**src/rtl/vr_arb_pkg.sv**
```systemverilog
`default_nettype none
// ============================================================================
//  Module   : vr_arb_pkg
//  Purpose  : Shared types and helpers for the round-robin valid/ready
//             arbiter (vr_rr_arbiter) and its winner picker (vr_rr_pick).
//  Contents : arb_state_t  - lock FSM state (ARB / LOCK)
//             rr_next()    - round-robin successor, (ptr + 1) mod n
//  Revision : 1.0 - initial release
// ============================================================================
package vr_arb_pkg;

    // Explicit 1-bit encoding so the state register width is fixed.
    typedef enum logic [0:0] {
        ARB  = 1'b0,
        LOCK = 1'b1
    } arb_state_t;

    // Successor of ptr in modulo-n order.
    function automatic int rr_next(input int ptr, input int n);
        return (ptr + 1) % n;
    endfunction

endpackage
`default_nettype wire

```
**src/rtl/vr_rr_pick.sv**
```systemverilog
`default_nettype none
// ============================================================================
//  Module   : vr_rr_pick
//  Purpose  : Combinational round-robin winner search. Returns the first
//             requesting index at or after ptr, wrapping modulo NUM_REQ.
//  Ports    : req [NUM_REQ] in  - request vector
//             ptr [GID_W]   in  - highest-priority index this cycle
//             any           out - at least one request is set
//             w   [GID_W]   out - winning index (0 when any is low)
//  Revision : 1.0 - initial release
// ============================================================================
module vr_rr_pick
    import vr_arb_pkg::*;
#(
    parameter int NUM_REQ = 4,
    parameter int GID_W   = $clog2(NUM_REQ)
) (
    input  logic [NUM_REQ-1:0] req,
    input  logic [GID_W-1:0]   ptr,
    output logic               any,
    output logic [GID_W-1:0]   w
);

    int v_idx;

    // Walk NUM_REQ positions starting at ptr; the first hit is kept.
    always_comb begin
        any   = 1'b0;
        w     = '0;
        v_idx = int'(ptr);
        for (int k = 0; k < NUM_REQ; k++) begin
            if (!any && req[v_idx]) begin
                any = 1'b1;
                w   = GID_W'(v_idx);
            end
            v_idx = rr_next(v_idx, NUM_REQ);
        end
    end

endmodule
`default_nettype wire

```
**src/rtl/vr_rr_arbiter.sv**
```systemverilog
`default_nettype none
// ============================================================================
//  Module   : vr_rr_arbiter
//  Purpose  : Round-robin arbiter sharing one valid/ready sink between
//             NUM_REQ valid/ready sources, with a single registered output
//             stage. Feeds the MD5 core message-word input.
//  Options  : VR_ARB_MSG_LOCK_EN - when defined, a winning source keeps the
//             grant for BEATS_PER_MSG accepted beats (one MD5 block).
//  Ports    : clk                          in  - rising-edge clock
//             reset                        in  - synchronous, active low
//             s_data  [NUM_REQ][DATA_WIDTH] in  - source data
//             s_valid [NUM_REQ]            in  - source valid
//             s_ready [NUM_REQ]            out - source ready (one-hot or 0)
//             m_data  [DATA_WIDTH]         out - registered sink data
//             m_valid                      out - registered sink valid
//             m_ready                      in  - sink ready
//             m_gid   [GID_W]              out - source index of m_data
//  Revision : 1.0 - initial release
// ============================================================================
module vr_rr_arbiter
    import vr_arb_pkg::*;
#(
    parameter  int DATA_WIDTH    = 32,
    parameter  int NUM_REQ       = 4,
    parameter  int BEATS_PER_MSG = 16,
    localparam int GID_W         = $clog2(NUM_REQ)
) (
    input  logic                               clk,
    input  logic                               reset,
    input  logic [NUM_REQ-1:0][DATA_WIDTH-1:0] s_data,
    input  logic [NUM_REQ-1:0]                 s_valid,
    output logic [NUM_REQ-1:0]                 s_ready,
    output logic [DATA_WIDTH-1:0]              m_data,
    output logic                               m_valid,
    input  logic                               m_ready,
    output logic [GID_W-1:0]                   m_gid
);

    generate
        if (NUM_REQ < 2) begin : g_bad_num_req
            $error("vr_rr_arbiter: NUM_REQ must be at least 2");
        end
        if (BEATS_PER_MSG < 1) begin : g_bad_beats
            $error("vr_rr_arbiter: BEATS_PER_MSG must be at least 1");
        end
    endgenerate

    logic                  w_load;
    logic                  w_any;
    logic [GID_W-1:0]      w_win;
    logic                  w_sel_any;
    logic [GID_W-1:0]      w_sel;
    logic                  w_accept;
    logic [GID_W-1:0]      r_ptr;
    logic [DATA_WIDTH-1:0] r_data;
    logic                  r_valid;
    logic [GID_W-1:0]      r_gid;

    // Output stage can take a new beat when empty or being drained.
    assign w_load = !r_valid || m_ready;

    vr_rr_pick #(
        .NUM_REQ (NUM_REQ),
        .GID_W   (GID_W)
    ) u_pick (
        .req (s_valid),
        .ptr (r_ptr),
        .any (w_any),
        .w   (w_win)
    );

`ifdef VR_ARB_MSG_LOCK_EN
    localparam int                 c_cnt_w    = $clog2(BEATS_PER_MSG + 1);
    localparam logic [c_cnt_w-1:0] c_last_cnt = c_cnt_w'(BEATS_PER_MSG - 1);

    arb_state_t           r_state;
    arb_state_t           w_state_nxt;
    logic [c_cnt_w-1:0]   r_cnt;
    logic [c_cnt_w-1:0]   w_cnt_nxt;
    logic [GID_W-1:0]     r_owner;
    logic [GID_W-1:0]     w_owner_nxt;
    logic [GID_W-1:0]     w_ptr_nxt;

    // While locked only the owner can be granted; a missing owner beat
    // leaves the sink idle rather than letting another source in.
    always_comb begin
        w_sel     = w_win;
        w_sel_any = w_any;
        if (r_state == LOCK) begin
            w_sel     = r_owner;
            w_sel_any = s_valid[r_owner];
        end
    end

    always_ff @(posedge clk) begin
        if (!reset) begin
            r_state <= ARB;
            r_cnt   <= '0;
            r_owner <= '0;
            r_ptr   <= '0;
        end else begin
            r_state <= w_state_nxt;
            r_cnt   <= w_cnt_nxt;
            r_owner <= w_owner_nxt;
            r_ptr   <= w_ptr_nxt;
        end
    end

    always_comb begin
        w_state_nxt = r_state;
        w_cnt_nxt   = r_cnt;
        w_owner_nxt = r_owner;
        w_ptr_nxt   = r_ptr;
        case (r_state)
            ARB: begin
                if (w_accept) begin
                    w_owner_nxt = w_win;
                    w_cnt_nxt   = c_cnt_w'(1);
                    // Single-beat messages finish on the winning beat.
                    if (BEATS_PER_MSG == 1) begin
                        w_ptr_nxt = GID_W'(rr_next(int'(w_win), NUM_REQ));
                    end else begin
                        w_state_nxt = LOCK;
                    end
                end
            end
            LOCK: begin
                if (w_accept) begin
                    w_cnt_nxt = r_cnt + 1'b1;
                    if (r_cnt == c_last_cnt) begin
                        w_ptr_nxt   = GID_W'(rr_next(int'(r_owner), NUM_REQ));
                        w_state_nxt = ARB;
                    end
                end
            end
            default: begin
                w_state_nxt = ARB;
            end
        endcase
    end
`else
    assign w_sel     = w_win;
    assign w_sel_any = w_any;

    always_ff @(posedge clk) begin
        if (!reset) begin
            r_ptr <= '0;
        end else if (w_accept) begin
            r_ptr <= GID_W'(rr_next(int'(w_win), NUM_REQ));
        end
    end
`endif

    // Reset gates the grant so no source sees ready while held in reset.
    assign w_accept = reset && w_sel_any && w_load;

    always_comb begin
        s_ready = '0;
        if (w_accept) begin
            s_ready[w_sel] = 1'b1;
        end
    end

    always_ff @(posedge clk) begin
        if (!reset) begin
            r_data  <= '0;
            r_valid <= 1'b0;
            r_gid   <= '0;
        end else if (w_load) begin
            if (w_accept) begin
                r_data  <= s_data[w_sel];
                r_gid   <= w_sel;
                r_valid <= 1'b1;
            end else begin
                r_valid <= 1'b0;
            end
        end
    end

    assign m_data  = r_data;
    assign m_valid = r_valid;
    assign m_gid   = r_gid;

endmodule
`default_nettype wire

```
**config.mk**
```make
export PLATFORM = sky130hd
export DESIGN_NAME = vr_rr_arbiter
export DESIGN_NICKNAME = d
export VERILOG_FILES = /design/src/rtl/vr_arb_pkg.sv /design/src/rtl/vr_rr_pick.sv /design/src/rtl/vr_rr_arbiter.sv
export SDC_FILE = /design/constraint.sdc
export NUM_CORES = 1
export LEC_CHECK = 0
export ABC_AREA = 1
export CAP_MARGIN = 20
export CORE_ASPECT_RATIO = 1.1
export CORE_MARGIN = 1
export CORE_UTILIZATION = 45
export CTS_BUF_LIST = sky130_fd_sc_hd__clkbuf_2
export DETAILED_ROUTE_END_ITERATION = 8
export GPL_ROUTABILITY_DRIVEN = 0
export PLACE_DENSITY_LB_ADDON = 0.2
export SLEW_MARGIN = 5
export SYNTH_ARGS = -nofsm -noshare
export SYNTH_HDL_FRONTEND = slang
export SYNTH_SLANG_ARGS = --single-unit
```
**constraint.sdc**
```tcl
create_clock -name clk -period 4.42 [get_ports clk]
set_clock_uncertainty 0.15 [all_clocks]
set_input_delay 0.442 -clock clk [delete_from_list [all_inputs] [get_ports clk]]
set_output_delay 0.442 -clock clk [all_outputs]
set_load 0.02 [all_outputs]
```
==> flow_summary.toml <==
[layout]
multi_input_area_sq_um = 1800
seqCellArea_sq_um = 741
area_growth_pct = 48.5
drive_above_1_share = 0.0412
fill_cells = 603
stdcell_count = 838
fin_nets = 887
num_antenna_cells = 0

[critical_path]
required_ps = 3830
slowest_stage = "dfxtp_1"
slowest_delay_ps = 650
path_max_fanout = 32
end_kind = "output pin"
cp_cell_sequence = "inv_6 > nand2_1 > nand3_1 > nand2_2 > nor2_4 > nand3_2 > buf_4 > nand3_2 > inv_2 > nand2_1 > nor2_1 > clkdlybuf4s50_1"
cp-start-kind = "flop"
critPathArrivalTime_ps = 3370
critPathKind = "flop to output pin"

[power]
p_leak_nw = 2.72
pwr_density_cell_nw_per_um2 = 641
finalPower_mw = 3.23
peakVddDrop_uv = 551

[sta]
period_needed_ps = 3960
drv_slew = 0
worst_pin_slew_ps = 670
report.final.hold_viol_count = 0
rsz0062_at_grt = "no"
slew-limit-headroom = 0.553
fin_setup_tns_ps = 0
finalSetupViolCount = 0
fmax_ghz = 0.252
post-route-period-util = 0.897

[clock_network]
cts.sinks = 37
cts_root_buf = "clkbuf_2"
clk_pin_slew_ps = 230
cts_tree = "yes"
cts_max_path_buffers = 2
numCtsBuffers = 5
cts_resized = 0
htree_levels = 2
worstSkewPairLatency_ps = 420
cts_setup_buffers = 0
postCtsHoldBufs = 0

[die]
num_io_pins = 174
rows = 32
die_x_um = 84.8
die_h_um = 93.1
placeableCoreArea_sq_um = 7170
initial_utilization = 0.473
fp.dieArea_sq_um = 7890

[synth]
synth-edff-count = 0
synth.largest_area_cell = "dfxtp_1"
synth_warnings = 0
async_flop_share = 0
synth_seq_area_share = 0.218
ys_ff_latch = 37
netlist_instances = 609
synth_top_area_share = 0.218
synth_nets = 744
synthTopCellsByArea = "dfxtp_1 22%, nand2_1 20%, nand3_1 16%, inv_1 15%, nand4_1 12%"
synth_cell_types = 24
synth_ff_type = "dfxtp_1"
syn-mean-instance-area_sq_um = 5.57
synth_area_sq_um = 3390

[routing]
antenna_left = 0
first_iter_violations = 302
viasPerCell = 5.17
via_count = 4331
dr.pass1.iters = 9
wirelength_um = 11000
remaining_drc_errors = 14
wl_per_cell_um = 13.1

[global_route]
antenna_found_initial = 0
grt_max_degree = 65
grt_pass1_vias = 3802
track_usage = 0.269
grt_pass1_wl_um = 17300
grt_overflow = 0

[placed_design]
portBuffers = 173
dp_hpwl_um = 7690
placed_cells = 830

[flow_run]
drv_cap = 0

[run_status]
violations = "DRC"
status = "finished with violations"

[min_path]
min_path_type = "flop to flop"
## synth_stat cells (2+ instances only)
library cell / instances
nand2_1: 183
inv_1: 139
nand3_1: 111
nand4_1: 64
dfxtp_1: 37
buf_2: 20
buf_4: 13
nor2_1: 9
buf_6: 8
clkbuf_1: 4
nand2_2: 3
nand3_2: 3
o21ai_0: 3
inv_2: 2
## power breakdown
group          total [mW]  internal [mW]  leakage, nW  switching, mW
Combinational        2.46          0.931         2.38           1.53
Sequential          0.602          0.496        0.310          0.106
Clock               0.164         0.0369       0.0287          0.128
## per-stage QoR
| stage | hold WS [ps] | cell area (sq um) | util | worst slack [ps] |
|---|---|---|---|---|
| 4_1_cts | 338 | 5040 | 0.703 | 490 |
| 3_5_place_dp | 313 | 5000 | 0.697 | 656 |
| 3_3_place_gp | 308 | 5000 | 0.697 | 830 |
| 2_1_floorplan | 390 | 3390 | - | 2130 |
| 6_report | 338 | 5040 | 0.703 | 455 |
| 5_1_grt | 363 | 5040 | 0.703 | 243 |
## final cells by class
cell class,instances,area share
Multi-Input combinational cell,382,0.358
Timing Repair Buffer,182,0.357
Sequential cell,37,0.147
Inverter,144,0.109
Tap cell,85,0.0211
Clock buffer,5,0.00497
Clock inverter,3,0.00348
## critical path: cells and delay by family, from the launching register on
family / cells / cell delay [ps]
buffers and inverters: 4 / 1330
DFF: 1 / 650
and+or+nand+nor: 8 / 960
## cell families (layout without fill, tap and decap cells)
| family | count (synthesis) | after routing | share of synthesized area |
|---|---|---|---|
| buf+inv | 190 | 334 | 0.252 |
| compound gates | 6 | 6 | 0.00959 |
| simple gates | 376 | 376 | 0.520 |
| flops | 37 | 37 | 0.218 |
## worst paths after layout
check                                  to  cells past startpoint  slack, ps                    start
hold / removal    m_data[24]$_SDFFE_PN0P_                      2        340  m_data[24]$_SDFFE_PN0P_
hold reg to reg   m_data[24]$_SDFFE_PN0P_                      2        340  m_data[24]$_SDFFE_PN0P_
setup reg to reg  m_data[23]$_SDFFE_PN0P_                     13       1590    r_ptr[0]$_SDFFE_PN0P_
setup / recovery               s_ready[2]                     12        460    r_ptr[0]$_SDFFE_PN0P_
## cell usage in the layout, fill, tap and decap left out, types with 2 or more instances in the layout
master and n:
inv_2 2, inv_1 139, nor2_1 9, clkdlybuf4s50_1 173, nand4_1 64, clkbuf_2 5, nand3_1 110, buf_4 9
clkinv_2 2, nand3_2 4, nand2_1 183, nand2_2 3, o21ai_0 3, dfxtp_1 37
## flip-flops by register name, summed over array words and instances, names as in the netlist
signal and count:
m_gid 2, r_ptr 2, m_data 32, m_valid 1
## layer usage
metal / vias to the layer above / GRT usage / wire [um] / share of wire
met5: - / 0 / 0 / 0
met4: 0 / 0.102 / 291 / 0.026
met3: 33 / 0.0450 / 963 / 0.088
met2: 220 / 0.472 / 5260 / 0.48
met1: 1894 / 0.330 / 4470 / 0.41
li1: 2184 / - / - / -
Note: power is estimated with default switching activity, not from simulation.
